<file path="config.mk">
export PLATFORM = sky130hd
export DESIGN_NAME = fm_tx_ctrl
export DESIGN_NICKNAME = d
export VERILOG_FILES = /design/src/rtl/fm_tx_ctrl.sv
export SDC_FILE = /design/constraint.sdc
export NUM_CORES = 1
export LEC_CHECK = 0
export ABC_AREA = 0
export CORE_ASPECT_RATIO = 1.4
export CORE_MARGIN = 4
export CORE_UTILIZATION = 55
export CTS_CLUSTER_SIZE = 16
export DETAILED_ROUTE_END_ITERATION = 10
export GPL_TIMING_DRIVEN = 0
export HOLD_SLACK_MARGIN = 0.06
export PLACE_DENSITY = 0.78
export SKIP_LAST_GASP = 1
export SLEW_MARGIN = 40
export SYNTH_ARGS = -nofsm -noshare
export SYNTH_HDL_FRONTEND = slang
export SYNTH_SLANG_ARGS = --single-unit
</file>
<file path="constraint.sdc">
create_clock -name clk -period 5.7 [get_ports clk]
set_clock_uncertainty 0.2 [all_clocks]
set_input_delay 1.14 -clock clk [delete_from_list [all_inputs] [get_ports clk]]
set_output_delay 1.14 -clock clk [all_outputs]
set_load 0.05 [all_outputs]
</file>
<file path="src/rtl/fm_tx_ctrl.sv">
// ---------------------------------------------------------------------------
// fm_tx_ctrl
//   Sample-rate controller for an FM transmitter. Audio samples arriving on a
//   valid/ready stream are converted to a frequency control word for the NCO:
//   fcw = carrier + (signed sample << dev_shift), wrapping modulo 2^FCW_W.
//   A programmable divider paces sample consumption. A one-entry holding
//   register decouples the source from the tick. Missed ticks are counted.
//
// Ports
//   clk, rst_n      system clock, synchronous active-low reset
//   cfg_en          transmit enable (level)
//   cfg_div         sample period minus one, in clk cycles
//   cfg_carrier     carrier frequency control word
//   cfg_dev_shift   deviation scale (left shift of the signed sample)
//   s_valid/s_data  audio sample stream (offset binary), s_ready back-pressure
//   fcw, fcw_valid  control word to the modulator and its update strobe
//   tx_active       high while PRIME, RUN or DRAIN
//   underrun_cnt    saturating count of ticks with no sample available
//   state           IDLE=0, PRIME=1, RUN=2, DRAIN=3
// ---------------------------------------------------------------------------
module fm_tx_ctrl #(
  parameter int SMP_W = 10,
  parameter int FCW_W = 32,
  parameter int DIV_W = 16
) (
  input  logic             clk,
  input  logic             rst_n,
  input  logic             cfg_en,
  input  logic [DIV_W-1:0] cfg_div,
  input  logic [FCW_W-1:0] cfg_carrier,
  input  logic [3:0]       cfg_dev_shift,
  input  logic             s_valid,
  input  logic [SMP_W-1:0] s_data,
  output logic             s_ready,
  output logic [FCW_W-1:0] fcw,
  output logic             fcw_valid,
  output logic             tx_active,
  output logic [7:0]       underrun_cnt,
  output logic [1:0]       state
);

  localparam logic [1:0] ST_IDLE  = 2'd0;
  localparam logic [1:0] ST_PRIME = 2'd1;
  localparam logic [1:0] ST_RUN   = 2'd2;
  localparam logic [1:0] ST_DRAIN = 2'd3;

  logic [DIV_W-1:0] cnt;
  logic [DIV_W-1:0] lat_div;
  logic [FCW_W-1:0] lat_car;
  logic [3:0]       lat_shift;
  logic             hold_vld;
  logic [SMP_W-1:0] hold_data;
  logic             accept;
  logic             tick;

  // Carrier plus scaled deviation. Flipping the MSB turns offset binary into
  // two's complement; the sum wraps by design so the NCO phase step stays
  // continuous across the word boundary.
  function automatic logic [FCW_W-1:0] mod_word(input logic [FCW_W-1:0] car,
                                                input logic [3:0]       sh,
                                                input logic [SMP_W-1:0] smp);
    logic signed [SMP_W-1:0] dev;
    logic signed [FCW_W-1:0] dev_ext;
    dev     = {~smp[SMP_W-1], smp[SMP_W-2:0]};
    dev_ext = {{(FCW_W-SMP_W){dev[SMP_W-1]}}, dev};
    return car + FCW_W'(dev_ext <<< sh);
  endfunction

  function automatic logic [7:0] sat_inc(input logic [7:0] v);
    return (v == 8'hFF) ? v : v + 8'd1;
  endfunction

  assign s_ready   = ((state == ST_PRIME) || (state == ST_RUN)) && !hold_vld;
  assign accept    = s_valid && s_ready;
  assign tick      = (cnt == '0);
  assign tx_active = (state != ST_IDLE);

  always_ff @(posedge clk) begin
    if (!rst_n) begin
      state        <= ST_IDLE;
      fcw          <= '0;
      fcw_valid    <= 1'b0;
      underrun_cnt <= '0;
      cnt          <= '0;
      hold_vld     <= 1'b0;
      lat_div      <= '0;
      lat_car      <= '0;
      lat_shift    <= '0;
    end else begin
      fcw_valid <= 1'b0;
      case (state)
        ST_IDLE: begin
          if (cfg_en) begin
            lat_div      <= cfg_div;
            lat_car      <= cfg_carrier;
            lat_shift    <= cfg_dev_shift;
            underrun_cnt <= '0;
            state        <= ST_PRIME;
          end
        end
        ST_PRIME: begin
          // Abort wins over a same-cycle handshake; that sample is dropped.
          if (!cfg_en) begin
            fcw   <= lat_car;
            state <= ST_IDLE;
          end else if (accept) begin
            fcw       <= mod_word(lat_car, lat_shift, s_data);
            fcw_valid <= 1'b1;
            cnt       <= lat_div;
            state     <= ST_RUN;
          end
        end
        ST_RUN: begin
          cnt <= tick ? lat_div : cnt - DIV_W'(1);
          if (tick) begin
            if (hold_vld) begin
              fcw       <= mod_word(lat_car, lat_shift, hold_data);
              fcw_valid <= 1'b1;
              hold_vld  <= 1'b0;
            end else if (accept) begin
              // Bypass: sample arriving exactly on the tick is used directly.
              fcw       <= mod_word(lat_car, lat_shift, s_data);
              fcw_valid <= 1'b1;
            end else begin
              underrun_cnt <= sat_inc(underrun_cnt);
            end
          end else if (accept) begin
            hold_vld <= 1'b1;
          end
          if (!cfg_en) state <= ST_DRAIN;
        end
        default: begin
          cnt <= tick ? lat_div : cnt - DIV_W'(1);
          if (tick) begin
            fcw       <= lat_car;
            fcw_valid <= 1'b1;
            hold_vld  <= 1'b0;
            state     <= ST_IDLE;
          end
        end
      endcase
    end
  end

  // Holding register payload; only meaningful while hold_vld is set.
  always_ff @(posedge clk) begin
    if ((state == ST_RUN) && accept && !tick) hold_data <= s_data;
  end

endmodule
</file>
* After elaboration in Yosys (flattened, before gate mapping)
Index checks and enable logic that the tools add are counted. W data, S select, Z words.
Storage, ports and cells: bits in registers 122, bits of input ports 66, output and inout port bits 45, logic and storage cells 86
Operators by class: $add $sub $neg 4, equal/unequal tests 12, shift-type cells 2, muxes and demuxes 32, bitwise operators 4, reductions and logical operators 22
Operator list (count):
- $mux W32 | 5
- $pmux W32 S3 | 1
- $add A32 B32 Y32 | 2
- $sshl A10 B4 Y32 | 2
- $mux W16 | 3
- $mux W8 | 5
- $pmux W16 S2 | 1
- $logic_not A16 Y1 | 1
- $ne A2 B2 Y1 const B | 8
- $pmux W8 S2 | 1
- $sub A16 B1 Y16 const B | 1
- $mux W2 | 5
- $reduce_bool A2 Y1 | 5
- $reduce_and A3 Y1 | 3
- $add A8 B1 Y8 const B | 1
- $eq A8 B8 Y1 const B | 1
- $mux W1 | 8
- $pmux W2 S3 | 1
- $reduce_and A6 Y1 | 1
- $logic_and A1 B1 Y1 | 4
- $not A1 Y1 | 4
- $reduce_and A4 Y1 | 1
- $reduce_bool A4 Y1 | 1
- $ne A3 B3 Y1 const B | 1
- 9 further kinds | 10

* Logic depth before layout (Yosys ltp)
Gate-level depths: netlist of the first run.
word-level depth 8, depth in mapped cells 19, mapped depth without buffers 16

* Worst setup path after synthesis of the first run
OpenSTA, ideal clock, no wires.
path kind register -> register, start point register lat_shift[1], end point register fcw[23], data arrival time 3.967 ns, required time 5.370 ns, path slack 1.403 ns, stages on the path, launching flop included 19, clock period less this slack 4.297 ns, cell sequence dfxtp_1 > clkbuf_1 > clkbuf_1 > clkbuf_1 > nand2_1 > nor2_1 > nor2_1 > a211oi_1 > a21oi_1 > ha_1 > and4_1 > and2_1 > a221oi_1 > o31ai_1 > o31ai_2 > o31ai_1 > xor2_1 > a222oi_1 > a21oi_1
On the way: cells in the longest elaborated chain, start to end 6
RTL lines:
- start: declaration | RTL line 50 | logic [3:0] lat_shift;
- start signal: assignment | RTL line 96 | lat_shift <= cfg_dev_shift;
- $sshl A10 B4 Y32 | RTL line 66 | return car + FCW_W'(dev_ext <<< sh);
- $add A32 B32 Y32 | RTL line 66
- $mux W32 | RTL line 106, 120
- $mux W32 | RTL line 116 | if (hold_vld) begin
- $mux W32 | RTL line 115 | if (tick) begin
- $pmux W32 S3 * | RTL line 91 | case (state)
- end signal: assignment | RTL line 107 | fcw <= mod_word(lat_car, lat_shift, s_data);
- end signal: assignment | RTL line 117 | fcw <= mod_word(lat_car, lat_shift, hold_data);
- end signal: assignment | RTL line 122 | fcw <= mod_word(lat_car, lat_shift, s_data);
- end: declaration | RTL line 35 | output logic [FCW_W-1:0] fcw,
Every way passes the cells marked *; elsewhere a longest branch is shown, timed or not. The select of a mux whose other input is x is not followed. A chain may end at the register's enable or synchronous reset.

* Final worst setup path of the first run
start point input port s_data[9], end point register fcw[31]
On the way: cells in the longest elaborated chain, start to end 7
RTL lines:
- start: declaration | RTL line 33 | input logic [SMP_W-1:0] s_data,
- $not A1 Y1 * | RTL line 64 | dev = {~smp[SMP_W-1], smp[SMP_W-2:0]};
- $sshl A10 B4 Y32 * | RTL line 66
- $add A32 B32 Y32 * | RTL line 66
- $mux W32 * | RTL line 106, 120
- $mux W32 | RTL line 116
- $mux W32 | RTL line 115
- $pmux W32 S3 * | RTL line 91
Marked as above.

==> results.toml, run 1 <==
[synthesis]
synth_nets = 1503
synth-seq-cells = 122
synth-async-reset-ratio_pct = 0
syn_area_sq_um = 10200
syn-instance-count = 1367
synth_cell_type_count = 76
yosysSeqAreaShare_pct = 25.0
syn_avg_cell_area_sq_um = 7.44
yosysTopAreaCell = "dfxtp_1"
yosys_warnings = 0
ys.flop_type = "dfxtp_1"
synth_edf_count = 10
synth_top_area_share_pct = 22.0
synth_area_leaders = "dfxtp_1 22%, ha_1 8.4%, nand2_1 7.1%"

[global_routing]
grt_usage_pct = 35.5
overflow = 0
grt_start_max_net_pins = 17
grt_pass1_wl_um = 57500
antenna_found_initial = 0
grt_pass1_vias = 10683

[job]
max_cap_viol_count = 0

[die]
die_w_um = 123
dieArea_sq_um = 20800
ioPinCount = 111
core_area_sq_um = 18100
start_util_pct = 56.3
num_rows = 58
die_y_um = 169

[sta]
finalSetupTns_ns = 0
fmax_mhz = 183
finalHoldViolations = 0
min_period_ns = 5.47
grt_setup_unrepaired = "false"
setup_violations = 0
slew_headroom_pct = 40.1
tightest_slew_ns = 0.876
slew_viol_final = 0
timing.hold.ws_ns = 0.272
finalCritPeriodShare_pct = 95.9

[drt]
dr.max_layer_used = "met4"
wl_met2_um = 17100
finalWirelength_um = 36900
wl_met3_um = 3210
vias = 11278
wire_per_inst_um = 21.1
drt_iter0_drc = 1367
wl_met1_um = 14800
drc = 0
via_per_inst = 6.45
ant_nets = 0
drt_pre_antenna_iters = 6

[final_layout]
num_antenna_cells = 0
final_nets = 1631
design_area_sq_um = 12100
final_core_util_pct = 67.0
area_delta_synth_final_pct = 19.1
post_route_cells_drive_above_1_share_pct = 4.58

[setup_path]
crit_path_end_kind = "flip-flop"
cp.required_ns = 5.81
worst-path-max-fanout = 9
arrival_ns = 5.58
setup.worst_path.start_class = "primary input"
crit_type = "primary input to flip-flop"

[clock_tree]
cts_tree = "yes"
numCtsBuffers = 17
clockBufferDepth = 2
clock_latency_ns = 0.44
root_buffer = "clkbuf_16"
cts_hold_buf = 0
clk_pin_slew_ns = 0.06
cts_sinks = 122
cts_setup_buffers = 0
cts_htree_levels = 4

[pwr]
p_total_w = 0.00598
p_switching_w = 0.00309
power_frac_comb_pct = 61.5
power_frac_clock_pct = 17.1
p_int_w = 0.00288
ir_worst_vdd_mv = 0.256
pwr-share-seq_pct = 21.3
switching_share_pct = 51.8
pwr_density_cell_nw_per_um2 = 493
p_leak_nw = 4.66

[placement]
gp_congestion = 1.00
placed_area_sq_um = 11600
dp_hpwl_um = 28200
place.port_buffers = 109

[hold_path]
hp-class = "flip-flop to flip-flop"

[run_status]
status = "completed"
==> area by class of cell <==
| cell class | instances | area (sq um) |
|---|---|---|
| Buffer | 88 | 338 |
| Sequential cell | 122 | 2540 |
| Fill cell | 1597 | 5950 |
| Inverter | 25 | 93.8 |
| Clock buffer | 17 | 425 |
| Timing Repair Buffer | 109 | 1090 |
| Clock inverter | 15 | 116 |
| Tap cell | 240 | 300 |
| Multi-Input combinational cell | 1132 | 7210 |
==> routing by layer <==
| layer | GRT usage [%] | vias up |
|---|---|---|
| li1 | - | 5269 |
| met1 | 44.8 | 5237 |
| met2 | 58.3 | 646 |
| met3 | 5.68 | 126 |
| met4 | 17.3 | 0 |
| met5 | 0 | - |
==> sequential cells by signal, summed over array words and instances (netlist names) <==
| register | cells |
|---|---|
| cnt | 16 |
| fcw | 32 |
| lat_div | 16 |
| hold_data | 10 |
| fcw_valid | 1 |
| state | 2 |
| lat_car | 32 |
| hold_vld | 1 |
| underrun_cnt | 8 |
| lat_shift | 4 |
==> Yosys cell counts (31+ instances only) <==
cell	count
dfxtp_1	112
o21ai_0	90
a21oi_1	139
nor3_1	34
mux2i_1	33
nor2_1	121
a21boi_0	58
a21o_1	31
nand2_1	192
clkbuf_1	83
ha_1	68
==> cells in the final DEF, fill, tap and decap left out, types with 25 or more instances in the layout <==
| master | instances |
|---|---|
| a21o_1 | 31 |
| dfxtp_1 | 112 |
| o21ai_0 | 89 |
| ha_1 | 68 |
| nor3_1 | 34 |
| mux2i_1 | 33 |
| a21oi_1 | 139 |
| xor2_1 | 25 |
| clkdlybuf4s50_1 | 109 |
| inv_1 | 25 |
| nor2_1 | 120 |
| nand2_1 | 192 |
| a21boi_0 | 58 |
| xnor2_1 | 25 |
| clkbuf_1 | 81 |
==> metrics by stage <==
stage / setup slack (ns) / instances
2_1_floorplan: 1.40 / 1367
5_1_grt: 0.0847 / 1748
4_1_cts: 0.153 / 1748
3_3_place_gp: -0.0223 / 1716
3_5_place_dp: 0.00744 / 1716
6_report: 0.233 / 1748
==> final timing paths <==
kind,depth (start not counted),startpoint,to,slack (ns)
setup reg to reg,18,lat_shift[1],fcw[31],0.43
hold reg to reg,2,lat_div[3],lat_div[3],0.27
setup / recovery,17,s_data[9],fcw[31],0.23
hold / removal,2,lat_div[3],lat_div[3],0.27
==> critical path, cell delays in order <==
cell and delay (ns):
clkdlybuf4s50_1 0.48, clkbuf_1 0.50, nor2_1 0.08, a21oi_1 0.15, a21oi_1 0.15, mux2i_1 0.30
o22ai_1 0.17, ha_1 0.41, nand2_1 0.17, nor2_1 0.07, and4_1 0.20, o311ai_0 0.59
a22o_1 0.29, o31ai_1 0.14, a221oi_1 0.38, mux2i_1 0.26, a31oi_1 0.09
==> power by group through the flow <==
stage               Clock [W]  Sequential, W  Combinational (W)
finish                0.00102        0.00127            0.00368
CTS                   0.00102        0.00126            0.00359
floorplan                   0        0.00150            0.00229
global route          0.00106        0.00129            0.00400
detailed placement          0        0.00128            0.00356
global placement            0        0.00127            0.00352
==> what timing repair did <==
action	CTS	global route
resized for setup	0	5
hold endpoints to repair	0	0
endpoints found under the setup margin	0	11
==> logic make-up after synthesis <==
family                   count (synthesis)  share of synthesized area, %
AO/OA/AOI/OAI                          489                          31.1
multiplexers                            40                          4.24
AND/OR/NAND/NOR                        483                          22.4
buffers and inverters                  113                          4.22
flip-flops                             122                          25.0
adder cells (fa/ha/maj)                 70                          8.76
XOR/XNOR                                50                          4.31
(Power assumes the default switching activity.)
==> run 2: changes to the inputs <==
- SKIP_CTS_REPAIR_TIMING: not set -> 1
==> results of run 2 <==
The final DEF is identical to that of run 1; final timing and power are the same.
